`src/rtl/gm64_pkg.sv`:
```
// Shared types for the PSRAM self-test: status colours, pattern modes, sequencer states.
package gm64_pkg;

    typedef enum logic [3:0] {
        COLOR_BLACK  = 4'd0,
        COLOR_YELLOW = 4'd1,
        COLOR_BLUE   = 4'd2,
        COLOR_GREEN  = 4'd3,
        COLOR_RED    = 4'd4
    } color_e;

    typedef enum logic [1:0] {
        MODE_FIXED = 2'd0,
        MODE_ADDR  = 2'd1,
        MODE_NADDR = 2'd2,
        MODE_LFSR  = 2'd3
    } mode_e;

    typedef enum logic [2:0] {
        ST_IDLE,
        ST_WR_ISSUE,
        ST_WR_WAIT,
        ST_RD_ISSUE,
        ST_RD_WAIT,
        ST_CHECK,
        ST_PASS,
        ST_FAIL
    } state_e;

    localparam int FIXED_PATTERN = 20;

endpackage

```
`src/rtl/mem_pattern_gen.sv`:
```
// Test-pattern source: fixed, address, inverted address or a Galois LFSR that
// steps on advance and returns to the seed on reload (reload wins).
module mem_pattern_gen
    import gm64_pkg::*;
#(
    parameter int                    DATA_WIDTH = 8,
    parameter logic [DATA_WIDTH-1:0] LFSR_SEED  = DATA_WIDTH'(8'hA5),
    parameter logic [DATA_WIDTH-1:0] LFSR_TAPS  = DATA_WIDTH'(8'hB8)
) (
    input  logic                  clk,
    input  logic                  reset,
    input  mode_e                 mode,
    input  logic [DATA_WIDTH-1:0] addr_lsb,
    input  logic                  advance,
    input  logic                  reload,
    output logic [DATA_WIDTH-1:0] pattern
);

    logic [DATA_WIDTH-1:0] lfsr_reg;
    logic [DATA_WIDTH-1:0] lfsr_next;

    // Right-shifting Galois form: bit 0 feeds back into every tapped position.
    genvar gi;
    generate
        for (gi = 0; gi < DATA_WIDTH - 1; gi++) begin : g_lfsr
            assign lfsr_next[gi] = lfsr_reg[gi+1] ^ (lfsr_reg[0] & LFSR_TAPS[gi]);
        end
    endgenerate
    assign lfsr_next[DATA_WIDTH-1] = lfsr_reg[0] & LFSR_TAPS[DATA_WIDTH-1];

    always_ff @(posedge clk) begin
        if (reset || reload) begin
            lfsr_reg <= LFSR_SEED;
        end else if (advance) begin
            lfsr_reg <= lfsr_next;
        end
    end

    always_comb begin
        pattern = DATA_WIDTH'(FIXED_PATTERN);
        case (mode)
            MODE_FIXED: pattern = DATA_WIDTH'(FIXED_PATTERN);
            MODE_ADDR:  pattern = addr_lsb;
            MODE_NADDR: pattern = ~addr_lsb;
            MODE_LFSR:  pattern = lfsr_reg;
            default:    pattern = DATA_WIDTH'(FIXED_PATTERN);
        endcase
    end

endmodule

```
`src/rtl/mem_selftest.sv`:
```
// PSRAM range self-test: full write pass then read/compare pass over [start,end].
// Define MEM_SELFTEST_TIMEOUT_EN to bound every access wait by TIMEOUT_CYCLES.
module mem_selftest
    import gm64_pkg::*;
#(
    parameter int                    ADDR_WIDTH     = 16,
    parameter int                    BANK_WIDTH     = 6,
    parameter int                    DATA_WIDTH     = 8,
    parameter logic [DATA_WIDTH-1:0] LFSR_SEED      = DATA_WIDTH'(8'hA5),
    parameter logic [DATA_WIDTH-1:0] LFSR_TAPS      = DATA_WIDTH'(8'hB8),
    parameter int                    TIMEOUT_CYCLES = 1024
) (
    input  logic                  clk,
    input  logic                  reset,
    input  logic                  i_start,
    input  logic [1:0]            i_mode,
    input  logic [BANK_WIDTH-1:0] i_bank,
    input  logic [ADDR_WIDTH-1:0] i_start_addr,
    input  logic [ADDR_WIDTH-1:0] i_end_addr,
    output logic                  o_ce,
    output logic                  o_write,
    output logic [BANK_WIDTH-1:0] o_bank,
    output logic [ADDR_WIDTH-1:0] o_addr,
    output logic [DATA_WIDTH-1:0] o_data,
    input  logic                  i_busy,
    input  logic                  i_dataReady,
    input  logic [DATA_WIDTH-1:0] i_dataRead,
    output logic                  o_running,
    output logic                  o_done,
    output logic                  o_fail,
    output logic                  o_timeout,
    output logic [ADDR_WIDTH-1:0] o_fail_addr,
    output logic [DATA_WIDTH-1:0] o_expected,
    output logic [DATA_WIDTH-1:0] o_actual,
    output logic [3:0]            o_status
);

    state_e                state_reg;
    mode_e                 mode_reg;
    color_e                status_reg;
    logic [BANK_WIDTH-1:0] bank_reg;
    logic [ADDR_WIDTH-1:0] addr_reg, start_reg, end_reg;
    logic [DATA_WIDTH-1:0] data_reg, rd_data_reg;
    logic [ADDR_WIDTH-1:0] fail_addr_reg;
    logic [DATA_WIDTH-1:0] expected_reg, actual_reg;
    logic                  ce_reg, write_reg, first_reg;
    logic                  running_reg, done_reg, fail_reg, timeout_reg;

    logic                  idle_like, start_accept, end_hit, wr_done, match;
    logic                  pat_advance, pat_reload, timeout_hit;
    logic [DATA_WIDTH-1:0] pattern;

    assign idle_like    = (state_reg == ST_IDLE) || (state_reg == ST_PASS) || (state_reg == ST_FAIL);
    assign start_accept = i_start && idle_like;
    assign end_hit      = (addr_reg == end_reg);
    // memCtrl raises busy a cycle after CE, so busy is meaningless while CE is still high.
    assign wr_done      = (state_reg == ST_WR_WAIT) && !first_reg && !i_busy;
    assign match        = (rd_data_reg == pattern);

    always_comb begin
        pat_reload  = 1'b0;
        pat_advance = 1'b0;
        if (start_accept || (wr_done && end_hit && !timeout_hit)) begin
            pat_reload = 1'b1;
        end else if ((wr_done && !timeout_hit) || (state_reg == ST_CHECK && match)) begin
            pat_advance = !end_hit;
        end
    end

    mem_pattern_gen #(
        .DATA_WIDTH (DATA_WIDTH),
        .LFSR_SEED  (LFSR_SEED),
        .LFSR_TAPS  (LFSR_TAPS)
    ) u_pattern (
        .clk      (clk),
        .reset    (reset),
        .mode     (mode_reg),
        .addr_lsb (DATA_WIDTH'(addr_reg)),
        .advance  (pat_advance),
        .reload   (pat_reload),
        .pattern  (pattern)
    );

`ifdef MEM_SELFTEST_TIMEOUT_EN
    localparam int CNT_W = $clog2(TIMEOUT_CYCLES + 1);
    logic [CNT_W-1:0] wait_cnt_reg;
    logic             in_wait;

    assign in_wait     = (state_reg == ST_WR_ISSUE) || (state_reg == ST_WR_WAIT) ||
                         (state_reg == ST_RD_ISSUE) || (state_reg == ST_RD_WAIT);
    assign timeout_hit = in_wait && (wait_cnt_reg >= CNT_W'(TIMEOUT_CYCLES));

    always_ff @(posedge clk) begin
        if (reset || start_accept) begin
            wait_cnt_reg <= '0;
        end else if (((state_reg == ST_WR_ISSUE || state_reg == ST_RD_ISSUE) && !i_busy) ||
                     wr_done || (state_reg == ST_RD_WAIT && i_dataReady)) begin
            wait_cnt_reg <= '0;
        end else if (in_wait && !timeout_hit) begin
            wait_cnt_reg <= wait_cnt_reg + CNT_W'(1);
        end
    end
`else
    logic timeout_unused;
    assign timeout_unused = (TIMEOUT_CYCLES > 0);
    assign timeout_hit    = 1'b0;
`endif

    always_ff @(posedge clk) begin
        if (reset) begin
            state_reg     <= ST_IDLE;
            mode_reg      <= MODE_FIXED;
            status_reg    <= COLOR_BLACK;
            bank_reg      <= '0;
            addr_reg      <= '0;
            start_reg     <= '0;
            end_reg       <= '0;
            data_reg      <= '0;
            rd_data_reg   <= '0;
            fail_addr_reg <= '0;
            expected_reg  <= '0;
            actual_reg    <= '0;
            ce_reg        <= 1'b0;
            write_reg     <= 1'b0;
            first_reg     <= 1'b0;
            running_reg   <= 1'b0;
            done_reg      <= 1'b0;
            fail_reg      <= 1'b0;
            timeout_reg   <= 1'b0;
        end else begin
            ce_reg <= 1'b0;
            if (timeout_hit) begin
                state_reg     <= ST_FAIL;
                status_reg    <= COLOR_RED;
                fail_addr_reg <= addr_reg;
                expected_reg  <= pattern;
                actual_reg    <= '0;
                running_reg   <= 1'b0;
                done_reg      <= 1'b1;
                fail_reg      <= 1'b1;
                timeout_reg   <= 1'b1;
            end else begin
                case (state_reg)
                    ST_IDLE, ST_PASS, ST_FAIL: begin
                        if (i_start) begin
                            mode_reg     <= mode_e'(i_mode);
                            bank_reg     <= i_bank;
                            start_reg    <= i_start_addr;
                            end_reg      <= i_end_addr;
                            addr_reg     <= i_start_addr;
                            expected_reg <= '0;
                            actual_reg   <= '0;
                            timeout_reg  <= 1'b0;
                            if (i_start_addr > i_end_addr) begin
                                state_reg     <= ST_FAIL;
                                status_reg    <= COLOR_RED;
                                fail_addr_reg <= i_start_addr;
                                running_reg   <= 1'b0;
                                done_reg      <= 1'b1;
                                fail_reg      <= 1'b1;
                            end else begin
                                state_reg     <= ST_WR_ISSUE;
                                status_reg    <= COLOR_YELLOW;
                                fail_addr_reg <= '0;
                                running_reg   <= 1'b1;
                                done_reg      <= 1'b0;
                                fail_reg      <= 1'b0;
                            end
                        end
                    end
                    ST_WR_ISSUE: begin
                        if (!i_busy) begin
                            ce_reg    <= 1'b1;
                            write_reg <= 1'b1;
                            data_reg  <= pattern;
                            first_reg <= 1'b1;
                            state_reg <= ST_WR_WAIT;
                        end
                    end
                    ST_WR_WAIT: begin
                        first_reg <= 1'b0;
                        if (wr_done) begin
                            if (end_hit) begin
                                addr_reg   <= start_reg;
                                status_reg <= COLOR_BLUE;
                                state_reg  <= ST_RD_ISSUE;
                            end else begin
                                addr_reg  <= addr_reg + ADDR_WIDTH'(1);
                                state_reg <= ST_WR_ISSUE;
                            end
                        end
                    end
                    ST_RD_ISSUE: begin
                        if (!i_busy) begin
                            ce_reg    <= 1'b1;
                            write_reg <= 1'b0;
                            state_reg <= ST_RD_WAIT;
                        end
                    end
                    ST_RD_WAIT: begin
                        if (i_dataReady) begin
                            rd_data_reg <= i_dataRead;
                            state_reg   <= ST_CHECK;
                        end
                    end
                    ST_CHECK: begin
                        if (!match) begin
                            state_reg     <= ST_FAIL;
                            status_reg    <= COLOR_RED;
                            fail_addr_reg <= addr_reg;
                            expected_reg  <= pattern;
                            actual_reg    <= rd_data_reg;
                            running_reg   <= 1'b0;
                            done_reg      <= 1'b1;
                            fail_reg      <= 1'b1;
                        end else if (end_hit) begin
                            state_reg   <= ST_PASS;
                            status_reg  <= COLOR_GREEN;
                            running_reg <= 1'b0;
                            done_reg    <= 1'b1;
                        end else begin
                            addr_reg  <= addr_reg + ADDR_WIDTH'(1);
                            state_reg <= ST_RD_ISSUE;
                        end
                    end
                    default: state_reg <= ST_IDLE;
                endcase
            end
        end
    end

    assign o_ce        = ce_reg;
    assign o_write     = write_reg;
    assign o_bank      = bank_reg;
    assign o_addr      = addr_reg;
    assign o_data      = data_reg;
    assign o_running   = running_reg;
    assign o_done      = done_reg;
    assign o_fail      = fail_reg;
    assign o_timeout   = timeout_reg;
    assign o_fail_addr = fail_addr_reg;
    assign o_expected  = expected_reg;
    assign o_actual    = actual_reg;
    assign o_status    = status_reg;

endmodule

```
`config.mk`:
```
export PLATFORM = sky130hd
export DESIGN_NAME = mem_selftest
export DESIGN_NICKNAME = d
export VERILOG_FILES = /design/src/rtl/gm64_pkg.sv /design/src/rtl/mem_pattern_gen.sv /design/src/rtl/mem_selftest.sv
export SDC_FILE = /design/constraint.sdc
export NUM_CORES = 1
export LEC_CHECK = 0
export ABC_AREA = 1
export BUFFER_PORTS_ARGS = -buffer_cell sky130_fd_sc_hd__buf_2
export CAP_MARGIN = 20
export CORE_MARGIN = 4
export CORE_UTILIZATION = 55
export CTS_CLUSTER_DIAMETER = 150
export CTS_CLUSTER_SIZE = 16
export DETAILED_ROUTE_END_ITERATION = 8
export GPL_TIMING_DRIVEN = 0
export PLACE_DENSITY = 0.79
export SLEW_MARGIN = 20
export SYNTH_ARGS = -nofsm -noshare
export SYNTH_HDL_FRONTEND = slang
export SYNTH_SLANG_ARGS = --single-unit
```
`constraint.sdc`:
```
create_clock -name clk -period 3.1 [get_ports clk]
set_input_delay 0 -clock clk [delete_from_list [all_inputs] [get_ports clk]]
set_output_delay 0 -clock clk [all_outputs]
set_load 0.03 [all_outputs]
```
==> impl_metrics.yaml <==
run_status:
  status: "complete, no violations"
synth:
  post_syn_instances: 1012
  synth_compound_gate_area_share_pct: 14.6
  synthesis.area_mm2: 0.00656
  post_synth_xor_xnor_area_pct: 1.60
  yosys.area_share.adder_pct: 3.24
  synth_area_per_cell_um2: 6.48
  most_frequent_cell_after_synthesis: "nand2_1"
  synthDominantCellAreaShare_pct: 37.8
  commonest_cells_in_the_netlist: "nand2_1, nor2_1, dfxtp_1, inv_1, a21oi_1"
  dominant_combinational_cell_family_by_area_after_synthesis: "simple AND/OR/NAND/NOR gates"
  post_synth_main_area_contributors: "dfxtp_1, nand2_1, nor2_1"
  synth.ff_latch_count: 124
  synth_top_area_cell: "dfxtp_1"
  yosys.cell_types.count: 34
  number_of_flops_mapped_to_enable_cells_by_yosys: 0
  async_flop_share_pct: 0
  synth_simple_gate_area_share_pct: 32.2
  synth.area.mux_share_pct: 0
  primary_ff_master_synth: "dfxtp_1"
  synth_seq_area_share_pct: 37.8
  ys_warns: 0
floorplan:
  die-area_mm2: 0.0137
  die_x_um: 117
  placementRows: 39
  core_box_area_mm2: 0.0116
  floorplan.initialDensity_pct: 56.7
  die_height_um: 117
  ioPinCount: 125
critical_path:
  worstPathArrival_ns: 2.76
  worst_path_maximum_fanout: 10
  critical-path-top-cell-by-count: "nor2_1"
  critical_path_required_ns: 3.41
  critical_path.max_stage_delay_ns: 0.56
  worstSetupPathType: "input port to register"
  timing.critical_path.to_type: "register"
  path_cells: "dlygate4sd3_1 > buf_2 > inv_1 > ha_1 > nand4_1 > nor2_1 > nand3_1 > nand2_1 > clkbuf_1 > nor2_1 > nor3_1 > nor2_1"
  start_kind: "input port"
  cpMaxStageDelayCell: "dlygate4sd3_1"
timing:
  fin_tns_setup_ns: 0
  time_the_worst_path_needs_with_i_o_delays_and_setup_ns: 2.45
  pins_over_their_slew_limit: 0
  rsz_0062_raised_after_global_routing: "false"
  max_slew_margin_pct: 49.8
  setup_viol_count_final: 0
  fin_worst_hold_slack_ns: 0.0565
  timing.final.crit_share_pct: 79.2
  finalHoldViolCount: 0
  worstMarginPinSlew_ns: 0.752
  fmax_mhz: 407
  clock-skew-final_ns: 0.0122
global_routing:
  grtUsageMet2_pct: 52.1
  grt_first_pass_wirelength_um: 35300
  first_global_vias: 6900
  gr-usage-met3_pct: 9.87
  antenna_found_initial: 0
  grt_remaining_overflow: 0
  grt-busiest-layer: "met2"
  global_route.usage.met1_pct: 44.4
  grt_use_total_pct: 33.9
  maximum_number_of_pins_on_one_net_before_global_route_repair: 17
place:
  port_buffers: 122
  dpl.hpwl_um: 16100
  place.gp.congestion: 0.968
  place_inst: 1278
  postPlaceCellArea_mm2: 0.00735
drt:
  antenna_left: 0
  vias: 7520
  finalWirelength_um: 22900
  drtPass1Iterations: 6
  first_iter_violations: 903
  drc: 0
  average_via_count_per_standard_cell: 5.53
  wire_per_inst_um: 16.8
cells_and_area:
  nFillCells: 914
  final-seq-area_mm2: 0.00248
  finish.instance_area_mm2: 0.00847
  multi_input_area_mm2: 0.00339
  area.growth.synth_to_final_pct: 29.1
  nNetsFinal: 1274
  layoutNonFillerInstCount: 1361
  layout-drive-gt1-share_pct: 16.0
clock_tree:
  reg_clk_slew_reported_paths_ns: 0.06
  clockRootBuffer: "clkbuf_16"
  sinks_on_the_clock_net: 124
  buffer_depth_of_the_longest_clock_path: 2
  postCtsSetupRepairBufs: 0
  htree_num_levels: 4
  cts_tree: "yes"
  clock_insertion_delay_worst_skew_ns: 0.42
  numCtsBuffers: 17
power:
  cellInternalPower_uw: 4460
  sequential_power_share_pct: 29.2
  switchingPower_uw: 3620
  power.share.switching_pct: 44.8
  clock_power_share_pct: 25.6
  pwr_density_cell_mw_per_mm2: 954
  vdd_drop_max_v: 0.000735
  portion_of_total_power_attributed_to_combinational_logic_pct: 45.2
  p_leak_uw: 0.00414
hold_path:
  worst_hold_path_type: "input port to register"
job:
  max_cap_viol_count: 0
-- worst paths after layout --
kind	from	endpoint	slack, ns	cells past startpoint
worst max register to register	o_addr[0]	o_addr[11]	0.65	13
worst min register to register	start_reg[2]	start_reg[2]	0.45	2
worst max-delay path	i_end_addr[13]	o_fail_addr[3]	0.65	12
worst min-delay path	i_start	state_reg[0]	0.06	6
-- area by class of cell --
type | instances | share of cell area [%]
flip-flops and latches | 124 | 29.3
clock inverters | 11 | 1.67
multi-input cells | 726 | 40.1
well taps | 143 | 2.11
diodes | 1 | 0.0295
repair buffers | 172 | 13.1
clock buffers | 21 | 5.55
plain buffers | 48 | 3.04
inverters | 115 | 5.10
-- cells by family after synthesis --
| group | count (synthesis) |
|---|---|
| flops | 124 |
| simple gates | 514 |
| xor+xnor | 12 |
| fa+ha+maj | 17 |
| compound gates | 181 |
| buf+inv | 163 |
| other cells | 1 |
-- power by group through the flow --
stage          Sequential [uW]  Combinational (uW)  Clock (uW)
2_1_floorplan             2780                2070           0
3_3_place_gp              2360                3440           0
3_5_place_dp              2370                3480           0
4_1_cts                   2350                3560        2060
5_1_grt                   2400                4010        2130
6_report                  2360                3650        2070
-- critical path, delay by kind of cell --
| family | cells | cell delay [ns] |
|---|---|---|
| and+or+nand+nor | 7 | 1.28 |
| adders and majority gates | 1 | 0.29 |
| buffers and inverters | 4 | 1.17 |
-- placed cells by master, fill, tap and decap left out, types with 24 or more instances in the layout --
cell	count
a21oi_1	77
buf_2	126
clkbuf_1	27
dfxtp_1	124
dlygate4sd3_1	50
inv_1	112
nand2_1	280
nand3_1	57
nor2_1	128
nor3_1	24
o21ai_0	68
-- routing by layer --
| metal | part of all wire, % | up-vias | wire [um] |
|---|---|---|---|
| li1 | - | 3608 | - |
| met1 | 40 | 3362 | 9210 |
| met2 | 44 | 461 | 10000 |
| met3 | 12 | 89 | 2750 |
| met4 | 3.9 | 0 | 902 |
| met5 | 0 | - | 0 |
-- metrics by stage --
stage	worst slack, ns	util, %	power [uW]
finish	0.645	73.2	8080
global route	0.433	73.2	8540
CTS	0.757	73.2	7970
detailed placement	0.789	63.6	5840
global placement	0.755	63.6	5800
floorplan	0.992	-	4850
-- repair_timing --
action | in CTS | in global routing
setup endpoints to repair | 0 | 0
hold endpoints to repair | 57 | 0
resized for setup | 0 | 0
hold buffers | 50 | 0
(Power assumes the default switching activity.)
